### config.mk
export PLATFORM = sky130hd
export DESIGN_NAME = rx_buf_rd_arb
export DESIGN_NICKNAME = d
export VERILOG_FILES = /design/src/rtl/rx_buf_rd_arb.sv
export SDC_FILE = /design/constraint.sdc
export NUM_CORES = 1
export LEC_CHECK = 0
export ABC_CLOCK_PERIOD_IN_PS = 3300
export CORE_MARGIN = 2
export CORE_UTILIZATION = 32
export DETAILED_ROUTE_END_ITERATION = 12
export PLACE_DENSITY = 0.94
export SYNTH_ARGS = -nofsm -noshare
export SYNTH_HDL_FRONTEND = slang
export SYNTH_SLANG_ARGS = --single-unit
### constraint.sdc
create_clock -name clk -period 3.3 [get_ports clk]
set_input_delay 0.495 -clock clk [delete_from_list [all_inputs] [get_ports clk]]
set_output_delay 0.495 -clock clk [all_outputs]
set_load 0.02 [all_outputs]
### src/rtl/rx_buf_rd_arb.sv
// ---------------------------------------------------------------------------
// tcp_pkg: shared widths for the RX payload buffer datapath.
// ---------------------------------------------------------------------------
package tcp_pkg;
  localparam int FLOWID_W         = 8;
  localparam int RX_PAYLOAD_IDX_W = 6;
  localparam int TCP_BUF_W        = 32;
endpackage

// ---------------------------------------------------------------------------
// rx_buf_rd_arb
//   Round-robin arbiter sharing the RX payload buffer store's rd0 port among
//   NUM_REQ requesters. One request is forwarded per cycle with no added
//   latency. The grant ID of every forwarded request goes into an in-order
//   tag FIFO, and each returning buffer is steered to the requester at the
//   head of that FIFO (the store answers in request order).
//
// Ports
//   clk, rst        clock, asynchronous active-high reset
//   src_req_*       per-requester read requests (flattened flowid/idx)
//   src_resp_*      per-requester response valid/ready, shared data bus
//   mem_req_*       read request toward the store
//   mem_resp_*      response from the store
//   orphan_err      sticky: store responded with nothing outstanding
// ---------------------------------------------------------------------------
module rx_buf_rd_arb
  import tcp_pkg::*;
#(
  parameter int NUM_REQ   = 2,
  parameter int TAG_DEPTH = 4,
  localparam int REQ_ID_W = $clog2(NUM_REQ)
) (
  input  logic                                clk,
  input  logic                                rst,
  input  logic [NUM_REQ-1:0]                  src_req_val,
  input  logic [NUM_REQ*FLOWID_W-1:0]         src_req_flowid,
  input  logic [NUM_REQ*RX_PAYLOAD_IDX_W-1:0] src_req_idx,
  output logic [NUM_REQ-1:0]                  src_req_rdy,
  output logic [NUM_REQ-1:0]                  src_resp_val,
  output logic [TCP_BUF_W-1:0]                src_resp_data,
  input  logic [NUM_REQ-1:0]                  src_resp_rdy,
  output logic                                mem_req_val,
  output logic [FLOWID_W-1:0]                 mem_req_flowid,
  output logic [RX_PAYLOAD_IDX_W-1:0]         mem_req_idx,
  input  logic                                mem_req_rdy,
  input  logic                                mem_resp_val,
  input  logic [TCP_BUF_W-1:0]                mem_resp_data,
  output logic                                mem_resp_rdy,
  output logic                                orphan_err
);

  localparam int PTR_W = (TAG_DEPTH > 1) ? $clog2(TAG_DEPTH) : 1;
  localparam int CNT_W = $clog2(TAG_DEPTH + 1);
  localparam int SUM_W = REQ_ID_W + 1;

  // Arbitration state
  logic                rr_ptr_r_dummy_unused;
  logic [REQ_ID_W-1:0] rr_ptr_r;
  logic                lock_val_r;
  logic [REQ_ID_W-1:0] lock_id_r;

  // Tag FIFO state
  logic [REQ_ID_W-1:0] tag_mem_r [TAG_DEPTH];
  logic [PTR_W-1:0]    rd_ptr_r;
  logic [PTR_W-1:0]    wr_ptr_r;
  logic [CNT_W-1:0]    count_r;
  logic                orphan_err_r;

  // Combinational decode
  logic                grant_val_s;
  logic [REQ_ID_W-1:0] grant_id_s;
  logic [REQ_ID_W-1:0] cand_s;
  logic [SUM_W-1:0]    sum_s;
  logic [REQ_ID_W-1:0] rr_next_s;
  logic                tag_full_s;
  logic                empty_s;
  logic [REQ_ID_W-1:0] head_s;
  logic                req_hs_s;
  logic                resp_hs_s;
  logic                resp_live_s;

  assign rr_ptr_r_dummy_unused = 1'b0;

  // Wrap a tag FIFO pointer at TAG_DEPTH.
  function automatic logic [PTR_W-1:0] ptr_inc(input logic [PTR_W-1:0] p);
    if (p == PTR_W'(TAG_DEPTH - 1)) begin
      return {PTR_W{1'b0}};
    end else begin
      return p + PTR_W'(1);
    end
  endfunction

  assign tag_full_s = (count_r == CNT_W'(TAG_DEPTH));
  assign empty_s    = (count_r == {CNT_W{1'b0}});
  assign head_s     = tag_mem_r[rd_ptr_r];

  // Grant selection: a locked grant wins, otherwise first valid from rr_ptr.
  always_comb begin
    grant_val_s = 1'b0;
    grant_id_s  = {REQ_ID_W{1'b0}};
    cand_s      = {REQ_ID_W{1'b0}};
    sum_s       = {SUM_W{1'b0}};
    if (lock_val_r) begin
      grant_val_s = 1'b1;
      grant_id_s  = lock_id_r;
    end else begin
      for (int k = 0; k < NUM_REQ; k++) begin
        sum_s = {1'b0, rr_ptr_r} + SUM_W'(k);
        if (sum_s >= SUM_W'(NUM_REQ)) begin
          sum_s = sum_s - SUM_W'(NUM_REQ);
        end else begin
          sum_s = sum_s;
        end
        cand_s = sum_s[REQ_ID_W-1:0];
        if (!grant_val_s && src_req_val[cand_s]) begin
          grant_val_s = 1'b1;
          grant_id_s  = cand_s;
        end else begin
          grant_val_s = grant_val_s;
        end
      end
    end
  end

  // Next round-robin start point: one past the current grant.
  always_comb begin
    if (grant_id_s == REQ_ID_W'(NUM_REQ - 1)) begin
      rr_next_s = {REQ_ID_W{1'b0}};
    end else begin
      rr_next_s = grant_id_s + REQ_ID_W'(1);
    end
  end

  // Request path toward the store; all val/rdy are held low while in reset.
  always_comb begin
    mem_req_val    = grant_val_s & ~tag_full_s & ~rst;
    mem_req_flowid = src_req_flowid[grant_id_s*FLOWID_W +: FLOWID_W];
    mem_req_idx    = src_req_idx[grant_id_s*RX_PAYLOAD_IDX_W +: RX_PAYLOAD_IDX_W];
    src_req_rdy    = {NUM_REQ{1'b0}};
    src_req_rdy[grant_id_s] = grant_val_s & mem_req_rdy & ~tag_full_s & ~rst;
  end

  assign req_hs_s = mem_req_val & mem_req_rdy;

  // Response routing: only the requester at the tag FIFO head sees the data.
  always_comb begin
    resp_live_s   = mem_resp_val & ~empty_s & ~rst;
    src_resp_data = mem_resp_data;
    for (int i = 0; i < NUM_REQ; i++) begin
      src_resp_val[i] = resp_live_s & (head_s == REQ_ID_W'(i));
    end
    mem_resp_rdy = src_resp_rdy[head_s] & ~empty_s & ~rst;
  end

  assign resp_hs_s  = mem_resp_val & mem_resp_rdy;
  assign orphan_err = orphan_err_r;

  // Round-robin pointer and grant lock held while the store stalls a request.
  always_ff @(posedge clk or posedge rst) begin
    if (rst) begin
      rr_ptr_r   <= {REQ_ID_W{1'b0}};
      lock_val_r <= 1'b0;
      lock_id_r  <= {REQ_ID_W{1'b0}};
    end else if (req_hs_s) begin
      rr_ptr_r   <= rr_next_s;
      lock_val_r <= 1'b0;
    end else if (mem_req_val && !mem_req_rdy) begin
      lock_val_r <= 1'b1;
      lock_id_r  <= grant_id_s;
    end
  end

  // Tag FIFO storage and pointers: push on request, pop on response.
  always_ff @(posedge clk or posedge rst) begin
    if (rst) begin
      for (int i = 0; i < TAG_DEPTH; i++) begin
        tag_mem_r[i] <= {REQ_ID_W{1'b0}};
      end
      wr_ptr_r <= {PTR_W{1'b0}};
      rd_ptr_r <= {PTR_W{1'b0}};
    end else begin
      if (req_hs_s) begin
        tag_mem_r[wr_ptr_r] <= grant_id_s;
        wr_ptr_r            <= ptr_inc(wr_ptr_r);
      end
      if (resp_hs_s) begin
        rd_ptr_r <= ptr_inc(rd_ptr_r);
      end
    end
  end

  // Occupancy count; a simultaneous push and pop leaves it unchanged.
  always_ff @(posedge clk or posedge rst) begin
    if (rst) begin
      count_r <= {CNT_W{1'b0}};
    end else begin
      case ({req_hs_s, resp_hs_s})
        2'b10:   count_r <= count_r + CNT_W'(1);
        2'b01:   count_r <= count_r - CNT_W'(1);
        default: count_r <= count_r;
      endcase
    end
  end

  // Sticky flag for a store response with no outstanding tag.
  always_ff @(posedge clk or posedge rst) begin
    if (rst) begin
      orphan_err_r <= 1'b0;
    end else if (mem_resp_val && empty_s) begin
      orphan_err_r <= 1'b1;
    end
  end

endmodule

==> run_results.csv <==
group,metric,value,unit
outcome,status,"finished, final reports clean",
global_route,grt_pass1_wl,4310,um
synth,synth-warning-count,0,
pwr,powerDensity,709,nW/um2
detailed_routing,totalWireLength,2870,um
synth,syn_nets,198,
floorplanning,dieWidth,66.2,um
clocking,clk_path_buf_depth,2,
sta,finalWorstSetupSlack,0.377,ns
sta,report.final.slew_viol_count,0,
clocking,cts_max_level,1,
floorplanning,row_count,22,
global_route,grt_antenna_before_repair,0,
clocking,postCtsSetupBuffers,0,
clocking,clkTransAtPathRegs,0.06,ns
clocking,hold_buffers,0,
placed_design,dp_cells,195,
min_path,hp-class,"reg -> reg",
synth,synth_edf_count,0,
global_route,first_global_vias,960,
synth,syn_inst,123,
clocking,cts_inserted_buffers,3,
pwr,fin_total_pwr,1.19,mW
placed_design,place_area,1630,um2
global_route,grt_util_all_layers,12.9,%
sta,hold_violations,0,
detailed_routing,firstDrtPassIters,4,
synth,synth_cell_types,30,
sta,setup_tns,0,ns
detailed_routing,drc,0,
worst_setup_path,critPathTopFamily,"buffers and inverters",
worst_setup_path,path_class,"in -> out",
sta,tightest_slew,0.334,ns
synth,ys_async_sr_fraction,100,%
clocking,cts_tree,"built",
worst_setup_path,arrival,2.43,ns
worst_setup_path,cp_slowest_stage_delay,0.60,ns
layout,fin_area,1680,um2
synth,synthFlopType,"dfrtp_1",
synth,ys_seq_area_share,30.3,%
synth,ys_ff_latch,15,
layout,fin_nets,227,
layout,utilization,45.5,%
detailed_routing,antenna_left,0,
sta,finalCritPeriodShare,88.6,%
job,cap_violations,0,
layout,antenna_cells,0,
clocking,clkSinkCount,15,
detailed_routing,initialDrtViolationCount,25,
placed_design,gp_congestion,0.759,
sta,relSlewSlack,77.7,%
detailed_routing,wl_per_cell,14.4,um
floorplanning,core_region_area,3690,um2
placed_design,numPortBuffers,56,
worst_setup_path,crit_chain,"clkdlybuf4s50_1 > inv_1 > o31ai_2 > buf_4 > buf_4 > and2_1 > clkdlybuf4s50_1",
placed_design,hpwl,2460,um
clocking,cts_resized,0,
synth,synth_area_per_cell,10.1,um2
detailed_routing,num_vias,940,
clocking,clockRootBuffer,"clkbuf_8",
layout,syn_to_final_growth,35.5,%
sta,finClkSkew,0.00129,ns
placed_design,dp_slack,0.348,ns
worst_setup_path,cp.required,2.80,ns
layout,finalNonFillerCells,199,
synth,synth_area,1240,um2
global_route,grt_max_degree,16,
sta,rsz0062_at_grt,"false",
floorplanning,initial_core_util,33.5,%
worst_setup_path,cp-end-kind,"primary output",
floorplanning,num_io_pins,121,
sta,timing.fmax,342,MHz
pwr,vdd_drop_max,0.268,mV
sta,period_needed,2.92,ns
floorplanning,die_y,66.2,um
pwr,p_leak,0.703,nW
worst_setup_path,critPathSlowestCell,"clkdlybuf4s50_1",
detailed_routing,vias_per_cell,4.72,
worst_setup_path,path_buf_inv,5,
sta,setup-violations-final,0,
floorplanning,dieArea,4380,um2
worst_setup_path,cp_max_fo,15,
clocking,worstSkewPairLatency,0.25,ns
worst_setup_path,cp-start-kind,"primary input",
sta,whs,0.470,ns
global_route,grt_overflow_total,0,
layout,drive_gt1_share,15.2,%
-- area by class of cell --
type                       count  area (um2)
inverter                       8        30.0
clock buffer                   4        45.0
tap                           48        60.1
sequential                    15         375
fill                         361        2010
multi-input combinational     65         583
timing repair buffer          59         583
-- metal layers --
layer	track usage [%]	part of all wire, %	vias to the layer above
met5	0	0	-
met1	12.3	33	438
li1	-	-	436
met3	5.62	14	3
met2	25.4	53	63
met4	2.30	0.66	0
-- Yosys cell counts, drive strengths merged, types with 2 or more instances --
cell | number | area, um2
a21o | 2 | 15.0
buf | 34 | 250
dfrtp | 15 | 375
ha | 6 | 75.1
inv | 8 | 30.0
mux2 | 21 | 236
mux2i | 2 | 23.8
nand2 | 6 | 22.5
nor2 | 5 | 21.3
nor2b | 2 | 12.5
nor3 | 4 | 20.0
o21ai | 2 | 10.0
or3 | 2 | 12.5
or3b | 2 | 17.5
xor2 | 2 | 17.5
-- state kept, by name, indices dropped and copies added, names as in the netlist --
| register | cells |
|---|---|
| rd_ptr_r | 2 |
| count_r | 3 |
| tag_mem_r | 4 |
| orphan_err | 1 |
| rr_ptr_r | 1 |
| lock_val_r | 1 |
| wr_ptr_r | 2 |
| lock_id_r | 1 |
-- where the power goes --
part / internal, mW / switching [mW]
Combinational: 0.376 / 0.322
Sequential: 0.273 / 0.0694
Clock: 0.0855 / 0.0634
Total: 0.735 / 0.455
-- worst paths after layout --
check	startpoint	to	slack (ns)	cells past startpoint
max in group asynchronous	rst	tag_mem_r[1]$_DFFE_PP0P_	2.42	3
worst max-delay path	src_req_val[1]	src_req_rdy[1]	0.38	7
min in group asynchronous	rst	count_r[0]$_DFFE_PP0P_	0.71	3
worst min-delay path	orphan_err$_DFFE_PP0P_	orphan_err$_DFFE_PP0P_	0.47	1
worst max register to register	rd_ptr_r[0]$_DFFE_PP0P_	count_r[2]$_DFFE_PP0P_	0.80	9
worst min register to register	orphan_err$_DFFE_PP0P_	orphan_err$_DFFE_PP0P_	0.47	1
-- placed cells by master, fill, tap and decap left out, drive strengths merged --
cell type      instances
nor2b                  2
clkbuf                 4
nor4                   1
dfrtp                 15
and2                   1
ha                     6
inv                    8
o31ai                  1
o21ai                  2
and3                   1
o21a                   1
or3b                   2
nand2                  6
mux2                  21
nor3                   4
nor2                   5
a21o                   2
clkdlybuf4s50         56
and4                   1
xnor2                  1
xor2                   2
buf                    3
mux4                   1
or3                    2
mux2i                  2
fa                     1
-- logic make-up after synthesis --
family | synth area share (%)
xor+xnor | 2.12
buf+inv | 23.0
compound gates | 3.24
fa+ha+maj | 7.68
mux | 22.9
flops | 30.3
simple gates | 10.8
Power figures use the tool's default switching activity.
